<file path="src/rtl/mantle_frame_collector.sv">
// Deserialises a valid/ready word stream into a DEPTH-element frame, double-buffered.
// Optional MANTLE_FRAME_LAST_CHECK_EN adds I_last framing and a sticky err flag.
module mantle_frame_collector #(
    parameter int unsigned WIDTH = 32,
    parameter int unsigned DEPTH = 9
) (
    input  logic             CLK,
    input  logic             ASYNCRESETN,
    input  logic [WIDTH-1:0] I_data,
    input  logic             I_valid,
    output logic             I_ready,
`ifdef MANTLE_FRAME_LAST_CHECK_EN
    input  logic             I_last,
    output logic             err,
`endif
    output logic [WIDTH-1:0] O [DEPTH-1:0],
    output logic             O_valid,
    input  logic             O_ready,
    output logic [15:0]      frame_count
);

    localparam int unsigned   IW   = (DEPTH > 1) ? $clog2(DEPTH) : 1;
    localparam logic [IW-1:0] LAST = IW'(DEPTH - 1);

    logic [IW-1:0]    r_idx;
    logic [WIDTH-1:0] r_fill [DEPTH-1:0];
    logic [WIDTH-1:0] r_out  [DEPTH-1:0];
    logic             r_ovalid;
    logic             r_pending;
    logic [15:0]      r_count;
`ifdef MANTLE_FRAME_LAST_CHECK_EN
    logic             r_err;
`endif

    logic             w_accept;
    logic             w_at_last;
    logic             w_complete;
    logic             w_out_free;
    logic             w_handoff;
    logic [WIDTH-1:0] w_fill_nxt [DEPTH-1:0];

    assign I_ready    = !r_pending;
    assign w_accept   = I_valid && !r_pending;
    assign w_at_last  = (r_idx == LAST);
    assign w_handoff  = r_ovalid && O_ready;
    assign w_out_free = !r_ovalid || O_ready;
`ifdef MANTLE_FRAME_LAST_CHECK_EN
    assign w_complete = w_accept && (w_at_last || I_last);
`else
    assign w_complete = w_accept && w_at_last;
`endif

    // Fill buffer as it will look after this edge; the output register can load it directly.
    always_comb begin
        for (int unsigned k = 0; k < DEPTH; k++) begin
            w_fill_nxt[k] = r_fill[k];
            if (w_accept && (IW'(k) == r_idx)) begin
                w_fill_nxt[k] = I_data;
            end
`ifdef MANTLE_FRAME_LAST_CHECK_EN
            else if (w_accept && I_last && (IW'(k) > r_idx)) begin
                w_fill_nxt[k] = '0;
            end
`endif
        end
    end

    always_ff @(posedge CLK or negedge ASYNCRESETN) begin
        if (!ASYNCRESETN) begin
            r_idx     <= '0;
            r_ovalid  <= 1'b0;
            r_pending <= 1'b0;
            r_count   <= '0;
            for (int unsigned k = 0; k < DEPTH; k++) begin
                r_fill[k] <= '0;
                r_out[k]  <= '0;
            end
        end else begin
            r_fill <= w_fill_nxt;
            if (w_accept) begin
                r_idx <= w_complete ? '0 : r_idx + IW'(1);
            end
            // A pending frame implies O_valid is already high, so draining keeps it high.
            if (r_pending && O_ready) begin
                r_out     <= r_fill;
                r_pending <= 1'b0;
            end else if (w_complete && w_out_free) begin
                r_out    <= w_fill_nxt;
                r_ovalid <= 1'b1;
            end else if (w_complete) begin
                r_pending <= 1'b1;
            end else if (w_handoff) begin
                r_ovalid <= 1'b0;
            end
            if (w_handoff) begin
                r_count <= r_count + 16'd1;
            end
        end
    end

`ifdef MANTLE_FRAME_LAST_CHECK_EN
    always_ff @(posedge CLK or negedge ASYNCRESETN) begin
        if (!ASYNCRESETN) begin
            r_err <= 1'b0;
        end else if (w_accept && (I_last != w_at_last)) begin
            r_err <= 1'b1;
        end
    end

    assign err = r_err;
`endif

    assign O           = r_out;
    assign O_valid     = r_ovalid;
    assign frame_count = r_count;

endmodule

</file>
<file path="config.mk">
export PLATFORM = sky130hd
export DESIGN_NAME = mantle_frame_collector
export DESIGN_NICKNAME = d
export VERILOG_FILES = /design/src/rtl/mantle_frame_collector.sv
export SDC_FILE = /design/constraint.sdc
export NUM_CORES = 1
export LEC_CHECK = 0
export CAP_MARGIN = 5
export CORE_AREA = 2 2 314 316
export DETAILED_ROUTE_END_ITERATION = 6
export DIE_AREA = 0 0 316 318
export RECOVER_POWER = 100
export SLEW_MARGIN = 40
export SYNTH_ARGS = -nofsm -noshare
export SYNTH_HDL_FRONTEND = slang
export SYNTH_SLANG_ARGS = --single-unit
export TNS_END_PERCENT = 30
</file>
<file path="constraint.sdc">
create_clock -name CLK -period 2.4 [get_ports CLK]
set_input_delay 0.48 -clock CLK [delete_from_list [all_inputs] [get_ports CLK]]
set_output_delay 0.48 -clock CLK [all_outputs]
set_load 0.02 [all_outputs]
</file>
## Yosys cells after proc, flatten, opt, wreduce, memory -nomap -nowiden

Index checks and enable logic that the tools add are counted.

| word-level totals | value |
|---|---|
| flip-flop bits (word level) | 598 |
| input port bits | 36 |
| output and inout bits | 306 |
| logic and storage cells | 77 |

| operators by class | value |
|---|---|
| add/subtract/negate cells | 2 |
| equal/unequal tests | 11 |
| mux-type cells | 18 |
| bitwise operators | 1 |
| reductions and logical operators | 23 |

Operators with widths:

| kind | count |
|---|---|
| $mux 288 | 2 |
| $mux 32 | 9 |
| $add 16x1->16 const B | 1 |
| $eq 3x4->1 const A | 4 |
| $logic_and 1x1->1 | 14 |
| $eq 2x4->1 const A | 2 |
| $mux 1 | 6 |
| $reduce_bool 2->1 | 3 |
| $add 4x1->4 const B | 1 |
| $eq 1x4->1 const A | 1 |
| $eq 4x4->1 const A | 1 |
| $eq 4x4->1 const B | 1 |
| $logic_not 4->1 | 1 |
| $mux 4 | 1 |
| $reduce_and 3->1 | 1 |
| $logic_not 1->1 | 2 |
| $ne 2x1->1 const B | 1 |
| $ne 2x2->1 const B | 1 |
| $reduce_and 2->1 | 1 |
| $logic_or 1x1->1 | 1 |
| $not 1->1 | 1 |

## Depth between registers and ports, before layout

| logic depth | value |
|---|---|
| depth in word-level cells | 6 |
| mapped depth | 8 |

## Worst setup path before layout

Ideal clock, no wire load.

| timing path | value |
|---|---|
| path kind | reg2reg |
| start point | reg r_pending |
| end point | reg r_out (netlist bit O[100]) |
| setup time | 118 ps |
| arrival | 1940 ps |
| required time | 2282 ps |
| slack | 342 ps |
| stages on the path, launching flop included | 8 |
| path buffers | 3 |
| cell sequence | dfrtp_1 buf_2 nand2b_1 clkbuf_1 nor4b_2 buf_2 mux2_2 a21o_1 |

RTL lines:

| item | line | RTL |
|---|---|---|
| start, declared | 29 | `logic r_pending;` |
| start signal, assigned | 72 | `r_pending <= 1'b0;` |
| start signal, assigned | 86 | `r_pending <= 1'b0;` |
| start signal, assigned | 91 | `r_pending <= 1'b1;` |
| end signal, assigned | 85 | `r_out <= r_fill;` |
| end signal, assigned | 88 | `r_out <= w_fill_nxt;` |
| end, declared | 27 | `logic [WIDTH-1:0] r_out [DEPTH-1:0];` |

## Final worst setup path

| timing path | value |
|---|---|
| start point | reg r_out (netlist bit O[94]) |
| end point | out O[94] in the netlist's numbering |

RTL lines:

| item | line | RTL |
|---|---|---|
| end, declared | 16 | `output logic [WIDTH-1:0] O [DEPTH-1:0],` |

No word-level cell between the ends.

==> impl_metrics.toml <==
[run_status]
status = "finished, final reports clean"

[worst_setup_path]
path_delay_family = "buffers and inverters"
reg2reg_from = "r_idx[0]"
slowest_stage = "clkdlybuf4s50_1"
ff2ff_setup_slack_ns = 0.13
endpoint_kind = "primary output"
crit_start = "O[94]"
worstSetupPathType = "register to primary output"
cp_data_arrival_time_ns = 1.84
reg2reg_to = "O[48]"
path_cells = "clkdlybuf4s50_1"
cpPeakStageDelay_ns = 0.84
worst_setup_path_start_kind = "register"
required_ns = 1.92
crit_fanout = 2
critPathBufInv = 1
rr_worst_depth = 8

[detailed_routing]
num_vias = 16300
met2_length_um = 35100
drt_iter0_markers = 1352
highest_layer = "met5"
routedLengthMet1_um = 31500
viasPerCell = 4.78
avgRoutedWirePerCell_um = 21.8
wl_um = 74300
ant_nets = 0
routed-wl-met3_um = 5720
drtPass1Iterations = 5
route.detailed.drc = 0

[synthesis]
syn_nets = 1749
synth-edff-count = 0
synth_warnings = 0
syn_area_per_cell_um2 = 14.1
synth.most_common_cell = "dfrtp_1"
synth_area_leaders = "dfrtp_1 (62%), mux2_2 (13%), a22o_1 (9.3%), a21o_1 (8.0%), clkbuf_1 (1.6%)"
synth_area_um2 = 24100
synth-seq-cells = 598
synth_top_area_frac = 0.622
synth_commonest_cells = "dfrtp_1 (598), mux2_2 (288), a21o_1 (256), a22o_1 (256), clkbuf_1 (105)"
synthArstFlopShare = 1.00
yosysSeqAreaShare = 0.622
synthFlopType = "dfrtp_1"
synth_cells = 1708
synth_top_area_cell = "dfrtp_1"
yosysUniqueCellTypes = 35

[grt]
grt_use_total = 0.146
grt_max_degree = 101
grt_pass1_vias = 17300
grt_pass1_wl_um = 111000
grt_overflow_total = 0
antenna_found_initial = 6

[cells_and_area]
nFillCells = 9449
utilization = 0.326
final_area_um2 = 31800
instances_no_fill = 3409
nets = 2105
drive_gt1_frac = 0.181
multi_input_area_um2 = 8310
seq_area_um2 = 15000
syn_to_final_growth_pct = 32.2

[timing]
max_slew_margin = 0.160
worst_slack_ns = 0.0837
fin_crit_ns = 2.32
maxSlewViolCount = 0
fin_tns_setup_ns = 0
setup_viol = 0
skew_ns = 0.0240
finalHoldViolations = 0
worst_pin_slew_ns = 1.26
rsz0062_at_grt = "no"
post-route-period-util = 0.965
max_clock_freq_mhz = 432

[min_path]
hp-class = "input port to async pin"

[placement]
io_buffers = 341
gp_congestion = 0.772
dp_slack_ns = -0.104
dp_cells = 3278
dp_hpwl_um = 48700
post_dp_cell_area_um2 = 29800

[clock_network]
root_buffer = "clkbuf_16"
clkLatencyLatePin_ns = 0.63
cts_buffer_depth = 3
clock-sinks = 598
htreeDepth = 3
numCtsBuffers = 70
clk_pin_slew_worst_paths_ns = 0.06
cts_tree = "yes"

[floorplanning]
fp.dieH_um = 318
start_util = 0.247
core_area_um2 = 97400
die_w_um = 316
die_area_um2 = 100000
ioPinCount = 342
placementRows = 115

[power_and_ir_drop]
max-vdd-ir-drop_mv = 0.697
clkPwrFrac = 0.250
p_sw_frac = 0.339
comb_power_share = 0.349
pwr-share-seq = 0.401
p_int_uw = 28200
power.switching_uw = 14500
p_leak_uw = 0.0164
power_density_nw_per_um2 = 1340

[job]
maxCapViolCount = 0
area by class of cell:
class                      count  share of cell area
inverter                      37             0.00437
multi-input combinational    915               0.261
tap                         1287              0.0506
clock buffer                 102              0.0642
sequential                   598               0.471
antenna                        1           0.0000787
clock inverter                27             0.00936
timing repair buffer         442               0.139
kinds of logic (layout without fill, tap and decap cells):
group | after synthesis | after routing | synth area share
flops | 598 | 598 | 0.622
mux | 289 | 289 | 0.135
compound gates | 553 | 553 | 0.190
xor+xnor | 16 | 16 | 0.00583
buf+inv | 195 | 608 | 0.0328
simple gates | 52 | 52 | 0.0118
fa+ha+maj | 5 | 5 | 0.00260
other cells | 0 | 1 | 0
power groups by stage:
| stage | clock network (uW) | registers [uW] | logic [uW] |
|---|---|---|---|
| CTS | 11000 | 17200 | 16200 |
| floorplan | 0 | 18900 | 7050 |
| global placement | 0 | 17000 | 15700 |
| detailed placement | 0 | 17300 | 16000 |
| finish | 10700 | 17100 | 14900 |
| global route | 11400 | 17600 | 16000 |
worst max-delay path by stage:
| stage | slack [ns] | endpoint | cells after the start |
|---|---|---|---|
| floorplan | 0.34 | O[100] | 7 |
| global placement | -0.07 | O[112] | 6 |
| detailed placement | -0.10 | O[272] | 8 |
| CTS | 0.03 | O[94] | 1 |
| global route | 0.002 | O_valid | 3 |
| finish | 0.08 | O[94] | 1 |
cells in the final DEF (no fill, tap or decap), drive strengths merged, types with 32 or more instances in the layout:
cell	synthesis	final
mux2	289	289
a22o	256	256
a21o	256	256
dfrtp	598	598
buf	53	67
clkdlybuf4s50	0	38
inv	37	42
clkbuf	105	137
a222oi	32	32
dlygate4sd3	0	301
state kept, by name (all words and copies together) (netlist names):
| name | cells |
|---|---|
| O | 288 |
| O_valid | 1 |
| frame_count | 16 |
| r_fill | 288 |
| r_idx | 4 |
| r_pending | 1 |
what timing repair did:
| action | in CTS | in global routing |
|---|---|---|
| cloned | 0 | 0 |
| setup buffers | 0 | 0 |
| hold buffers | 1 | 0 |
| endpoints found under the hold margin | 28 | 0 |
| gates resized for setup | 2 | 1 |
| setup endpoints to repair | 2 | 1 |
through the flow:
step           hold slack [ns]  total power [uW]
6_report                 0.393             42600
5_1_grt                  0.379             45100
4_1_cts                  0.389             44300
3_5_place_dp             0.474             33300
3_3_place_gp             0.462             32700
2_1_floorplan            0.184             26000
per-layer routing:
| layer | up-vias | global-route usage |
|---|---|---|
| met2 | 459 | 0.232 |
| met5 | - | 0 |
| met1 | 8641 | 0.186 |
| met3 | 116 | 0.0494 |
| li1 | 7079 | - |
| met4 | 2 | 0.0464 |
(Power assumes the default switching activity.)
==> RTL edit, RTL diff (same flow settings) <==
Build with the macro `MANTLE_FRAME_LAST_CHECK_EN` defined.
--- a/src/rtl/mantle_frame_collector.sv
+++ b/src/rtl/mantle_frame_collector.sv
@@ -2,2 +2,4 @@
 // Optional MANTLE_FRAME_LAST_CHECK_EN adds I_last framing and a sticky err flag.
+`define MANTLE_FRAME_LAST_CHECK_EN
+
 module mantle_frame_collector #(
Interface: changed (added I_last and err); port bits go from 342 to 344. No check against the original RTL was run, so the function may have changed too.
==> RTL edit against the original RTL <==
Wire length increased by 20%. Design area grew 3.3%. Non-clock buffer count is 75 higher. Area after synthesis fell by 0.58%. Setup slack got worse by 63 ps. Die area stayed put. Sequential cell count rose by 1.
Power is not compared: it rests on default switching activity, and its combinational part moved more than twofold at a synthesized area within 25%.
==> RTL edit: results (changes against the original RTL) <==
- Clk tree area frac: 7.32% (was 7.36%)
- Worst r2r path cells: 9 (was 8)
- WL/cell: 25.4 um (was 21.8 um)
- Met1 Routed Length: 39.2 mm (was 31.5 mm)
- Non-clk buf share: 16.7% (was 13.9%)
- NumNets Final: 2,216 (was 2,105)
- DP Wirelength: 55.3 mm (was 48.7 mm)
- Largest net degree at the start of global routing: 94 (was 101)
- Reg area: 15,000 um^2 (about the same)
- Multi-input logic cell count: 977 (was 915)
- Met3 wire len: 6.61 mm (was 5.72 mm)
- Post-cts resize count: 17 (was 2)
- Fraction of area in multi-input gates: 25.3% (was 26.1%)
- Clock Skew: 20.4 ps (was 24.0 ps)
- Initial antenna violation count: 5 (was 6)
- Setup Buffers After CTS: 2 (was 0)
- GRT Overall Usage: 16.7% (was 14.6%)
- Status: complete, no violations (unchanged)
- Mux cell area share after synthesis: 1.60% (was 13.5%)
- Starting DRC count in detailed routing: 1,905 (was 1,352)
- Post-synth cell types: 40 (was 35)
- First-pass GRT wire length: 127 mm (was 111 mm)
- Met1 GRT Util: 22.8% (was 18.6%)
- Met2 usage: 25.9% (was 23.2%)
- Crit path DAT: 2860 ps (was 1840 ps)
- Reg-to-reg endpoint: O[166]$_DFFE_PN0P_ (was O[48]$_DFFE_PN0P_)
- Cell Count, Final, Fillers Out: 3,513 (was 3,409)
- Placed insts: 3,367 (was 3,278)
- Worst Hold Class: reg -> reg (was in -> async)
- Slew margin rel.: 8.22% (was 16.0%)
- Area delta synth->final: 37.3% (was 32.2%)
- Layout cells sized above 1: 16.2% (was 18.1%)
- Compound-gate portion of the synthesized area: 22.1% (was 19.0%)
- CP Launch Point: r_idx[0]$_DFFE_PN0P_ (was O[94]$_DFFE_PN0P_)
- Post-synthesis register bit count: 599 (was 598)
- Synth Area in XOR/XNOR: 0.549% (was 0.583%)
-- RTL edit: changes by cell type in the layout (fill, tap and decap cells not counted), moves of 58 or more --
cell | before | now
buf_4 | 33 | 91
and3_1 | 1 | 253
clkdlybuf4s50_1 | 38 | 342
a221o_1 | 0 | 288
mux2_2 | 180 | 33
mux2_1 | 109 | 0
dlygate4sd3_1 | 301 | 1
a21o_1 | 256 | 1
-- RTL edit: worst max path at each step --
stage,endpoint,slack [ps]
2_1_floorplan,O[128]$_DFFE_PN0P_,10
3_5_place_dp,O[253]$_DFFE_PN0P_,-460
5_1_grt,O[1]$_DFFE_PN0P_,-70
6_report,O[166]$_DFFE_PN0P_,20
4_1_cts,O[111]$_DFFE_PN0P_,-3
3_3_place_gp,O[173]$_DFFE_PN0P_,-560
-- RTL edit: critical path, stage by stage, from the launching register on --
cell      delay, ps
dfrtp_2         400
inv_2            80
ha_4            130
nand3b_1        120
ha_2            240
o31a_4          420
buf_12          180
buf_12          170
and2_1          210
a221o_1         260
